$ cat src/rtl/ch3_wave_sequencer.sv
// Channel-3 wave playback sequencer: steps the nibble index, fetches wave RAM, arbitrates CPU FF3x access.
// CPU ack one cycle after each request; playback fetch always wins the RAM port. Option: CH3_LENGTH_EN.
module ch3_wave_sequencer #(
   parameter int FREQ_W = 11,
   parameter int POS_W  = 5,
   parameter int LEN_W  = 8
) (
   input  logic              amuk_4mhz,
   input  logic              apu_reset,
   input  logic              tick_2mhz,
   input  logic              dac_en,
   input  logic              trigger,
   input  logic [FREQ_W-1:0] freq,
   input  logic              cpu_req,
   input  logic              cpu_wr,
   input  logic [POS_W-2:0]  cpu_addr,
   input  logic [7:0]        cpu_wdata,
   output logic [7:0]        cpu_rdata,
   output logic              cpu_ack,
   output logic [POS_W-2:0]  wram_addr,
   output logic              wram_rd,
   output logic              wram_wr,
   output logic [7:0]        wram_wdata,
   input  logic [7:0]        wram_rdata,
   output logic [3:0]        wave_play_d,
   output logic              ch3_active,
   input  logic              len_tick,
   input  logic              len_en,
   input  logic [LEN_W-1:0]  len_load,
   input  logic              len_wr
);

   localparam logic [0:0] ST_IDLE = 1'b0;
   localparam logic [0:0] ST_RUN  = 1'b1;

   logic [0:0]        state;
   logic [0:0]        state_nxt;
   logic [FREQ_W-1:0] counter;
   logic [POS_W-1:0]  pos;
   logic [POS_W-1:0]  pos_inc;
   logic [7:0]        sample_buf;
   logic              play_lo;
   logic              run;
   logic              overflow;
   logic              fetch;
   logic              fetch_q;
   logic              wr_pend;
   logic [7:0]        wr_pend_dat;
   logic              ack_ram;
   logic              len_expire;

   assign run      = (state == ST_RUN);
   assign overflow = run && tick_2mhz && (counter == '1);
   // A trigger in the same cycle reloads instead, so the step and its fetch are lost.
   assign fetch    = overflow && !trigger;
   assign pos_inc  = pos + POS_W'(1);

   assign ch3_active  = run;
   assign wave_play_d = play_lo ? sample_buf[3:0] : sample_buf[7:4];
   assign cpu_rdata   = ack_ram ? wram_rdata : 8'hFF;

`ifdef CH3_LENGTH_EN
   logic [LEN_W-1:0] len_cnt;
   logic             len_step;

   assign len_step   = run && len_tick && len_en && !len_wr;
   assign len_expire = len_step && (len_cnt == '1);

   // Trigger leaves the length counter untouched, so a zero count stays zero.
   always_ff @(posedge amuk_4mhz or posedge apu_reset) begin
      if (apu_reset) begin
         len_cnt <= '0;
      end else if (len_wr) begin
         len_cnt <= len_load;
      end else if (len_step) begin
         len_cnt <= len_cnt + LEN_W'(1);
      end
   end
`else
   logic unused_len;
   assign unused_len = ^{len_tick, len_en, len_load, len_wr};
   assign len_expire = 1'b0;
`endif

   always_comb begin
      state_nxt = state;
      if (trigger && dac_en) begin
         state_nxt = ST_RUN;
      end else if (!dac_en || len_expire) begin
         state_nxt = ST_IDLE;
      end
   end

   // While running, the CPU only ever sees the byte under the play position.
   always_comb begin
      wram_rd    = 1'b0;
      wram_wr    = 1'b0;
      wram_addr  = pos[POS_W-1:1];
      wram_wdata = cpu_wdata;
      if (fetch) begin
         wram_rd   = 1'b1;
         wram_addr = pos_inc[POS_W-1:1];
      end else if (run && wr_pend) begin
         wram_wr    = 1'b1;
         wram_wdata = wr_pend_dat;
      end else if (!run && cpu_req) begin
         wram_addr = cpu_addr;
         wram_rd   = !cpu_wr;
         wram_wr   = cpu_wr;
      end
   end

   always_ff @(posedge amuk_4mhz or posedge apu_reset) begin
      if (apu_reset) begin
         state       <= ST_IDLE;
         counter     <= '0;
         pos         <= '0;
         sample_buf  <= 8'h00;
         play_lo     <= 1'b0;
         fetch_q     <= 1'b0;
         wr_pend     <= 1'b0;
         wr_pend_dat <= 8'h00;
         cpu_ack     <= 1'b0;
         ack_ram     <= 1'b0;
      end else begin
         state   <= state_nxt;
         cpu_ack <= cpu_req;
         ack_ram <= cpu_req && !cpu_wr && (!run || fetch);
         fetch_q <= fetch;
         // A CPU write colliding with a fetch lands on the fetched byte in the following cycle.
         wr_pend <= fetch && cpu_req && cpu_wr;
         if (fetch && cpu_req && cpu_wr) begin
            wr_pend_dat <= cpu_wdata;
         end
         if (trigger) begin
            counter <= freq;
            pos     <= '0;
         end else if (run && tick_2mhz) begin
            if (overflow) begin
               counter <= freq;
               pos     <= pos_inc;
            end else begin
               counter <= counter + FREQ_W'(1);
            end
         end
         if (fetch_q) begin
            sample_buf <= wram_rdata;
            play_lo    <= pos[0];
         end
      end
   end

endmodule

$ cat config.mk
export PLATFORM = sky130hd
export DESIGN_NAME = ch3_wave_sequencer
export DESIGN_NICKNAME = d
export VERILOG_FILES = /design/src/rtl/ch3_wave_sequencer.sv
export SDC_FILE = /design/constraint.sdc
export NUM_CORES = 1
export LEC_CHECK = 0
export ABC_CLOCK_PERIOD_IN_PS = 2600
export CAP_MARGIN = 20
export CELL_PAD_IN_SITES_DETAIL_PLACEMENT = 1
export CELL_PAD_IN_SITES_GLOBAL_PLACEMENT = 1
export CORE_ASPECT_RATIO = 0.7
export CORE_UTILIZATION = 34
export DETAILED_ROUTE_END_ITERATION = 6
export GPL_TIMING_DRIVEN = 0
export PLACE_DENSITY_LB_ADDON = 0.1
export SLEW_MARGIN = 30
export SYNTH_ARGS = -nofsm -noshare
export SYNTH_HDL_FRONTEND = slang
export SYNTH_SLANG_ARGS = --single-unit
$ cat constraint.sdc
create_clock -name amuk_4mhz -period 2.6 [get_ports amuk_4mhz]
set_clock_uncertainty 0.15 [all_clocks]
set_input_delay 0.39 -clock amuk_4mhz [delete_from_list [all_inputs] [get_ports amuk_4mhz]]
set_output_delay 0.39 -clock amuk_4mhz [all_outputs]
set_load 0.02 [all_outputs]
==> results.py, run 1 <==
metrics = {
    "synthesis": {
        "async_flop_share": 1.00,
        "yosys_warnings": 0,
        "ys_seq_elements": 38,
        "synth_cell_types": 47,
        "synth_fp_nets": 253,
        "synth_area_leaders": "dfrtp_1 (44%), mux2_2 (15%), nand2b_1 (3.2%), o21ai_0 (2.8%), nand2_1 (2.6%)",
        "avgSynthCellArea_um2": 10.7,
        "synth_top_cell_by_area": "dfrtp_1",
        "synth_edf_count": 0,
        "ys_top_cells_by_count": "dfrtp_1 (38), mux2_2 (29), nand2_1 (15), nor2_1 (12), o21ai_0 (12)",
        "synthFlopType": "dfrtp_1",
        "yosys.cell_count.top_type": "dfrtp_1",
        "synth_area_um2": 2150,
        "syn_inst": 202,
        "seq_area_frac_synth": 0.442,
        "netlist.area_leader.share": 0.442,
    },
    "cts": {
        "clkTransAtPathRegs_ns": 0.08,
        "clockRootBuffer": "clkbuf_8",
        "htreeDepth": 2,
        "cts_sinks": 38,
        "cts_inserted_buffers": 5,
        "clock_path_buffers": 2,
        "cts_tree": "done",
        "ctsHoldBuffers": 0,
        "clk_latency_ns": 0.29,
    },
    "floorplan": {
        "die_h_um": 68.6,
        "start_util": 0.365,
        "io_pins": 77,
        "die_w_um": 97.1,
        "core_area_um2": 5900,
        "die_area_um2": 6660,
        "rows": 23,
    },
    "timing": {
        "fmax_mhz": 384,
        "period_needed_ns": 2.60,
        "fin_crit_sh": 1.00,
        "worst_slack_ns": -0.00164,
        "hold_viol_final": 0,
        "setup_viol": 1,
        "hold-worst-slack_ns": 0.231,
        "slew_headroom": 0.595,
        "slew_violations": 0,
        "worstMarginPinSlew_ns": 0.608,
        "rsz0062_at_grt": "true",
    },
    "worst_setup_path": {
        "startpoint": "ch3_active$_DFFE_PP0P_",
        "timing.rr.end": "wr_pend_dat[2]$_DFFE_PP0P_",
        "cp.arrival_ns": 2.06,
        "crit_fanout": 8,
        "worst_setup_path_start_kind": "register",
        "reg2reg_depth": 7,
        "cp.required_ns": 2.06,
        "rrSetupSlack_ns": 0.49,
        "crit_type": "register to primary output",
        "reg2reg_from": "ch3_active$_DFFE_PP0P_",
        "endpoint_kind": "primary output",
        "cp-endpoint": "wram_wdata[2]",
    },
    "global_routing": {
        "grt_pass1_vias": 1880,
        "grtUsageTotal": 0.185,
        "grt_pass1_wl_um": 9540,
        "antenna_found_initial": 0,
        "grt_max_degree": 25,
        "grt_overflow_total": 0,
    },
    "run_status": {
        "status": "finished, violations left",
        "violations": "setup timing",
    },
    "power_and_ir_drop": {
        "power_density_nw_per_um2": 423,
        "power_uw": 1390,
        "ir_drop_uv": 222,
        "power.leakage_uw": 0.00149,
    },
    "final_layout": {
        "drive_gt1_frac": 0.323,
        "nets": 350,
        "area_growth_syn_to_layout_pct": 52.4,
        "diodes": 0,
    },
    "routing": {
        "drc_errors": 0,
        "ant_nets": 0,
        "drt_wl_total_um": 6210,
        "vias": 1928,
        "routedWlPerCell_um": 16.5,
        "drt_pass1_iterations": 4,
        "drt_iter0_drc": 72,
        "vias_per_cell": 5.14,
    },
    "placed_design": {
        "dpl.hpwl_um": 4280,
        "io_buffer_count": 64,
        "dp_slack_ns": -0.656,
        "gp_congestion": 0.746,
    },
    "min_path": {
        "min_path_type": "input port to asynchronous set/reset pin",
    },
    "flow_run": {
        "cap_violations": 0,
    },
}
==> critical path, stage by stage, from the launching register on <==
cell and delay [ns]:
dfrtp_1 0.37, buf_6 0.15, and2_4 0.14, clkbuf_8 0.12
nand4_4 0.11, o211ai_4 0.20, buf_6 0.16, buf_6 0.09
mux2_4 0.30, buf_6 0.13
==> layer usage <==
| layer | wire (um) | track usage |
|---|---|---|
| met4 | 10 | 0.0280 |
| met3 | 256 | 0.0433 |
| met1 | 3190 | 0.272 |
| met5 | 0 | 0 |
| met2 | 2750 | 0.282 |
==> worst min path at each step <==
stage                                         start                         end  slack [ns]  cells past startpoint
after global placement    sample_buf[4]$_DFFE_PP0P_   sample_buf[4]$_DFFE_PP0P_        0.34                      1
final                                     apu_reset  wr_pend_dat[1]$_DFFE_PP0P_        0.23                      2
after detailed placement  sample_buf[7]$_DFFE_PP0P_   sample_buf[7]$_DFFE_PP0P_        0.34                      1
after floorplan                             cpu_req           cpu_ack$_DFF_PP0_        0.27                      0
after global routing                      apu_reset  wr_pend_dat[1]$_DFFE_PP0P_        0.28                      2
after CTS                                 apu_reset  wr_pend_dat[1]$_DFFE_PP0P_        0.24                      2
==> cell type report <==
class / instances / area (um^2)
clock inverters: 2 / 12.5
clock buffers: 6 / 82.6
well taps: 75 / 93.8
plain buffers: 8 / 60.1
repair buffers: 91 / 868
flip-flops and latches: 38 / 955
inverters: 6 / 22.5
multi-input cells: 149 / 1190
fillers: 638 / 2620
==> through the flow <==
step           setup TNS [ns]  cell area, um^2  std cells  utilization
6_report             -0.00164             3280        375        0.556
5_1_grt                -0.316             3280        375        0.556
4_1_cts                -0.400             3190        366        0.540
3_5_place_dp            -7.20             2910        342        0.493
3_3_place_gp            -7.28             2890        341        0.490
2_1_floorplan               0             2150        202            -
==> sequential cells by signal, indices dropped and copies added, names as in the netlist <==
register     cells
cpu_ack          1
sample_buf       8
pos              5
wr_pend_dat      8
play_lo          1
fetch_q          1
ch3_active       1
wr_pend          1
ack_ram          1
counter         11
==> timing repair <==
item,4_1_cts,5_1_grt
setup endpoints to repair,14,13
buffers inserted,16,10
pin swaps,4,4
resized for setup,75,21
==> power by group <==
group | switching [uW] | leakage, uW | internal [uW]
logic | 147 | 0.000943 | 164
clock network | 223 | 0.0000472 | 214
registers | 27.1 | 0.000497 | 614
total | 397 | 0.00149 | 991
==> kinds of logic after synthesis <==
group,Yosys count,synth area share
compound gates,39,0.131
xor+xnor,4,0.0163
mux,33,0.170
simple gates,71,0.198
fa+ha+maj,2,0.0116
flops,38,0.442
buf+inv,15,0.0308
==> cells in the final DEF, fill, tap and decap left out, types with 2 or more instances in the layout <==
cell / synthesis / final
clkbuf_1: 3 / 3
clkbuf_8: 0 / 7
mux2_4: 0 / 8
dfrtp_1: 38 / 35
o21ai_1: 2 / 2
mux2_2: 29 / 21
o21a_1: 2 / 2
nor2_1: 12 / 12
mux2i_1: 4 / 4
nand4_1: 6 / 6
nor3_1: 2 / 2
or3_1: 3 / 3
dlygate4sd2_1: 0 / 4
a21oi_1: 8 / 8
buf_6: 0 / 16
clkbuf_2: 2 / 3
clkdlybuf4s50_1: 0 / 49
a22oi_1: 2 / 2
nand2_1: 15 / 15
xor2_1: 3 / 3
o21ai_0: 12 / 12
nand3_1: 7 / 7
dfrtp_2: 0 / 3
inv_1: 6 / 5
and2_4: 0 / 2
nand2b_1: 11 / 11
nand4_4: 1 / 2
buf_4: 1 / 20
No activity file was read; power rests on OpenSTA's default activity.
==> inputs of run 2 (changes only) <==
--- a/config.mk
+++ b/config.mk
@@ -9,7 +9,8 @@
 export CAP_MARGIN = 20
 export CELL_PAD_IN_SITES_DETAIL_PLACEMENT = 1
 export CELL_PAD_IN_SITES_GLOBAL_PLACEMENT = 1
-export CORE_ASPECT_RATIO = 0.7
+export CORE_ASPECT_RATIO = 1.75
+export CORE_MARGIN = 2
 export CORE_UTILIZATION = 34
 export DETAILED_ROUTE_END_ITERATION = 6
 export GPL_TIMING_DRIVEN = 0
==> run 2 against run 1 <==
Net effect: the run still ends with setup timing left; non-clock buffer count shrank 5; power shrank 4.2%; wire length shrank 2.2%; design area shrank 0.80%; sequential cell count is the same; cell count shrank 0.27%; sequential power is essentially flat; count of clock-buffer cells in the layout shrank 1; die area grew 5.3%; clock power shrank 11%.
==> results.py, run 2 (same netlist as run 1, synthesis figures left out) <==
metrics = {
    "placed_design": {
        "gp_congestion": 0.782,
        "placedCellCount": 347,
        "dp_slack_ns": -0.685,
        "io_buffer_count": 64,
        "dpl.hpwl_um": 4470,
    },
    "routing": {
        "drc_errors": 0,
        "drt_pass1_iterations": 4,
        "vias": 1931,
        "drt_iter0_drc": 33,
        "ant_nets": 0,
        "vias_per_cell": 5.16,
        "routedWlPerCell_um": 16.2,
        "drt_wl_total_um": 6070,
    },
    "worst_setup_path": {
        "crit_fanout": 5,
        "cpPeakStageDelay_ns": 0.44,
        "endpoint_kind": "primary output",
        "timing.critical_path.mode_cell": "buf_6",
        "startpoint": "counter[3]$_DFFE_PP0P_",
        "crit_path_cell_trace": "and4_1 -> buf_6 -> nand4_4 -> o211ai_4 -> buf_12 -> mux2_4 -> buf_6",
        "cp_slowest_cell": "dfrtp_1",
        "rrSetupSlack_ns": 0.36,
        "worst_setup_path_start_kind": "register",
        "reg2reg_depth": 7,
        "cp.required_ns": 2.06,
        "reg2reg_from": "counter[3]$_DFFE_PP0P_",
        "cp-endpoint": "wram_wdata[1]",
        "timing.rr.end": "wr_pend_dat[2]$_DFFE_PP0P_",
        "crit_type": "register to primary output",
        "cp.arrival_ns": 2.08,
    },
    "cts": {
        "htreeDepth": 2,
        "cts_sinks": 38,
        "clkTransAtPathRegs_ns": 0.08,
        "clock_path_buffers": 2,
        "clk_latency_ns": 0.29,
        "ctsHoldBuffers": 0,
        "clockRootBuffer": "clkbuf_8",
        "cts_tree": "done",
        "cts_inserted_buffers": 5,
    },
    "timing": {
        "timing.setup.tns_ns": -0.106,
        "worstMarginPinSlew_ns": 0.572,
        "setup_viol": 8,
        "fmax_mhz": 382,
        "period_needed_ns": 2.62,
        "fin_crit_sh": 1.01,
        "slew_headroom": 0.618,
        "rsz0062_at_grt": "true",
        "slew_violations": 0,
        "worst_slack_ns": -0.0192,
        "hold_viol_final": 0,
    },
    "final_layout": {
        "top_register": "counter",
        "fillers": 698,
        "layout_common_cells": "clkdlybuf4s50_1 (49), dfrtp_1 (36), mux2_2 (21)",
        "area_growth_syn_to_layout_pct": 51.2,
        "reg.largest.list": "counter x11, sample_buf x8, wr_pend_dat x8",
        "nets": 345,
        "final_util": 0.527,
        "finalNonFillerCells": 374,
        "diodes": 0,
        "layout_commonest_cell": "clkdlybuf4s50_1",
        "drive_gt1_frac": 0.310,
        "largest_register_ffs": 11,
    },
    "power_and_ir_drop": {
        "power_density_nw_per_um2": 409,
        "pwr-share-seq": 0.484,
        "swShare": 0.285,
        "power_uw": 1330,
        "power.switching_uw": 379,
        "p_int_uw": 952,
        "p_clk_frac": 0.294,
        "ir_drop_uv": 277,
        "power.leakage_uw": 0.00148,
        "combinationalPowerShare": 0.222,
    },
    "flow_run": {
        "cap_violations": 0,
    },
    "run_status": {
        "status": "finished, violations left",
        "violations": "setup timing",
    },
    "global_routing": {
        "grt_overflow_total": 0,
        "grtUsageTotal": 0.183,
        "antenna_found_initial": 0,
        "grt_pass1_wl_um": 9870,
        "grt_max_degree": 28,
        "grt_pass1_vias": 2020,
    },
    "floorplan": {
        "die_w_um": 64.2,
        "core_area_um2": 6180,
        "rows": 38,
        "die_h_um": 109,
        "die_area_um2": 7010,
        "io_pins": 77,
        "start_util": 0.348,
    },
    "min_path": {
        "min_path_type": "input port to asynchronous set/reset pin",
    },
}
[run 2: cell count changes in the layout (fill, tap and decap cells not counted), moves of 2 or more]
cell,previous run,this run
dlygate4sd2_1,4,2
buf_4,20,18
buf_2,1,3
clkbuf_2,3,1
clkbuf_8,7,5
buf_6,16,11
[run 2: worst min-delay path by stage]
stage | end | start | slack [ns]
after global routing | counter[1]$_DFFE_PP0P_ | apu_reset | 0.23
after detailed placement | sample_buf[6]$_DFFE_PP0P_ | sample_buf[6]$_DFFE_PP0P_ | 0.34
after CTS | counter[10]$_DFFE_PP0P_ | apu_reset | 0.22
after floorplan | cpu_ack$_DFF_PP0_ | cpu_req | 0.27
final | counter[3]$_DFFE_PP0P_ | apu_reset | 0.21
after global placement | wr_pend_dat[2]$_DFFE_PP0P_ | wr_pend_dat[2]$_DFFE_PP0P_ | 0.34
[run 2: metrics by stage]
step / hold slack (ns) / cell area, um^2
floorplan: 0.271 / 2150
global placement: 0.335 / 2890
detailed placement: 0.343 / 2910
CTS: 0.220 / 3180
global route: 0.235 / 3260
finish: 0.208 / 3260
[run 2: cell type report]
cell class / count / area (um^2) / area share
buffer: 8 / 61.3 / 0.0188
clock buffer: 5 / 68.8 / 0.0211
clock inverter: 2 / 10.0 / 0.00307
inverter: 6 / 22.5 / 0.00692
multi-input combinational: 149 / 1190 / 0.365
sequential: 38 / 953 / 0.293
tap: 80 / 100 / 0.0307
timing repair buffer: 86 / 850 / 0.261
[run 2: power groups by stage]
stage | clock network [uW] | logic [uW] | registers [uW]
CTS | 402 | 281 | 641
finish | 391 | 295 | 644
global placement | 0 | 252 | 651
global route | 424 | 324 | 647
floorplan | 0 | 132 | 647
detailed placement | 0 | 258 | 653
[run 2: timing repair]
action	in CTS	in global routing
setup endpoints to repair	14	13
pin swaps	4	5
cloned	1	0
resized for setup	78	16
buffers inserted	10	10
[run 2: metal layers]
metal  track usage  up-vias  part of all wire  wire length [um]
met5             0        -                 0                 0
met1         0.185      950              0.36              2200
li1              -      926                 -                 -
met2         0.367       47              0.59              3550
met3        0.0341        8             0.036               220
met4        0.0593        0             0.015                94
[run 2: worst max-delay path: cells and delay by family, from the launching register on]
family / cells / cell delay, ns
and+or+nand+nor: 2 / 0.34
buffers and inverters: 3 / 0.41
muxes: 1 / 0.30
AOI/OAI and AO/OA: 1 / 0.28
DFF: 1 / 0.44
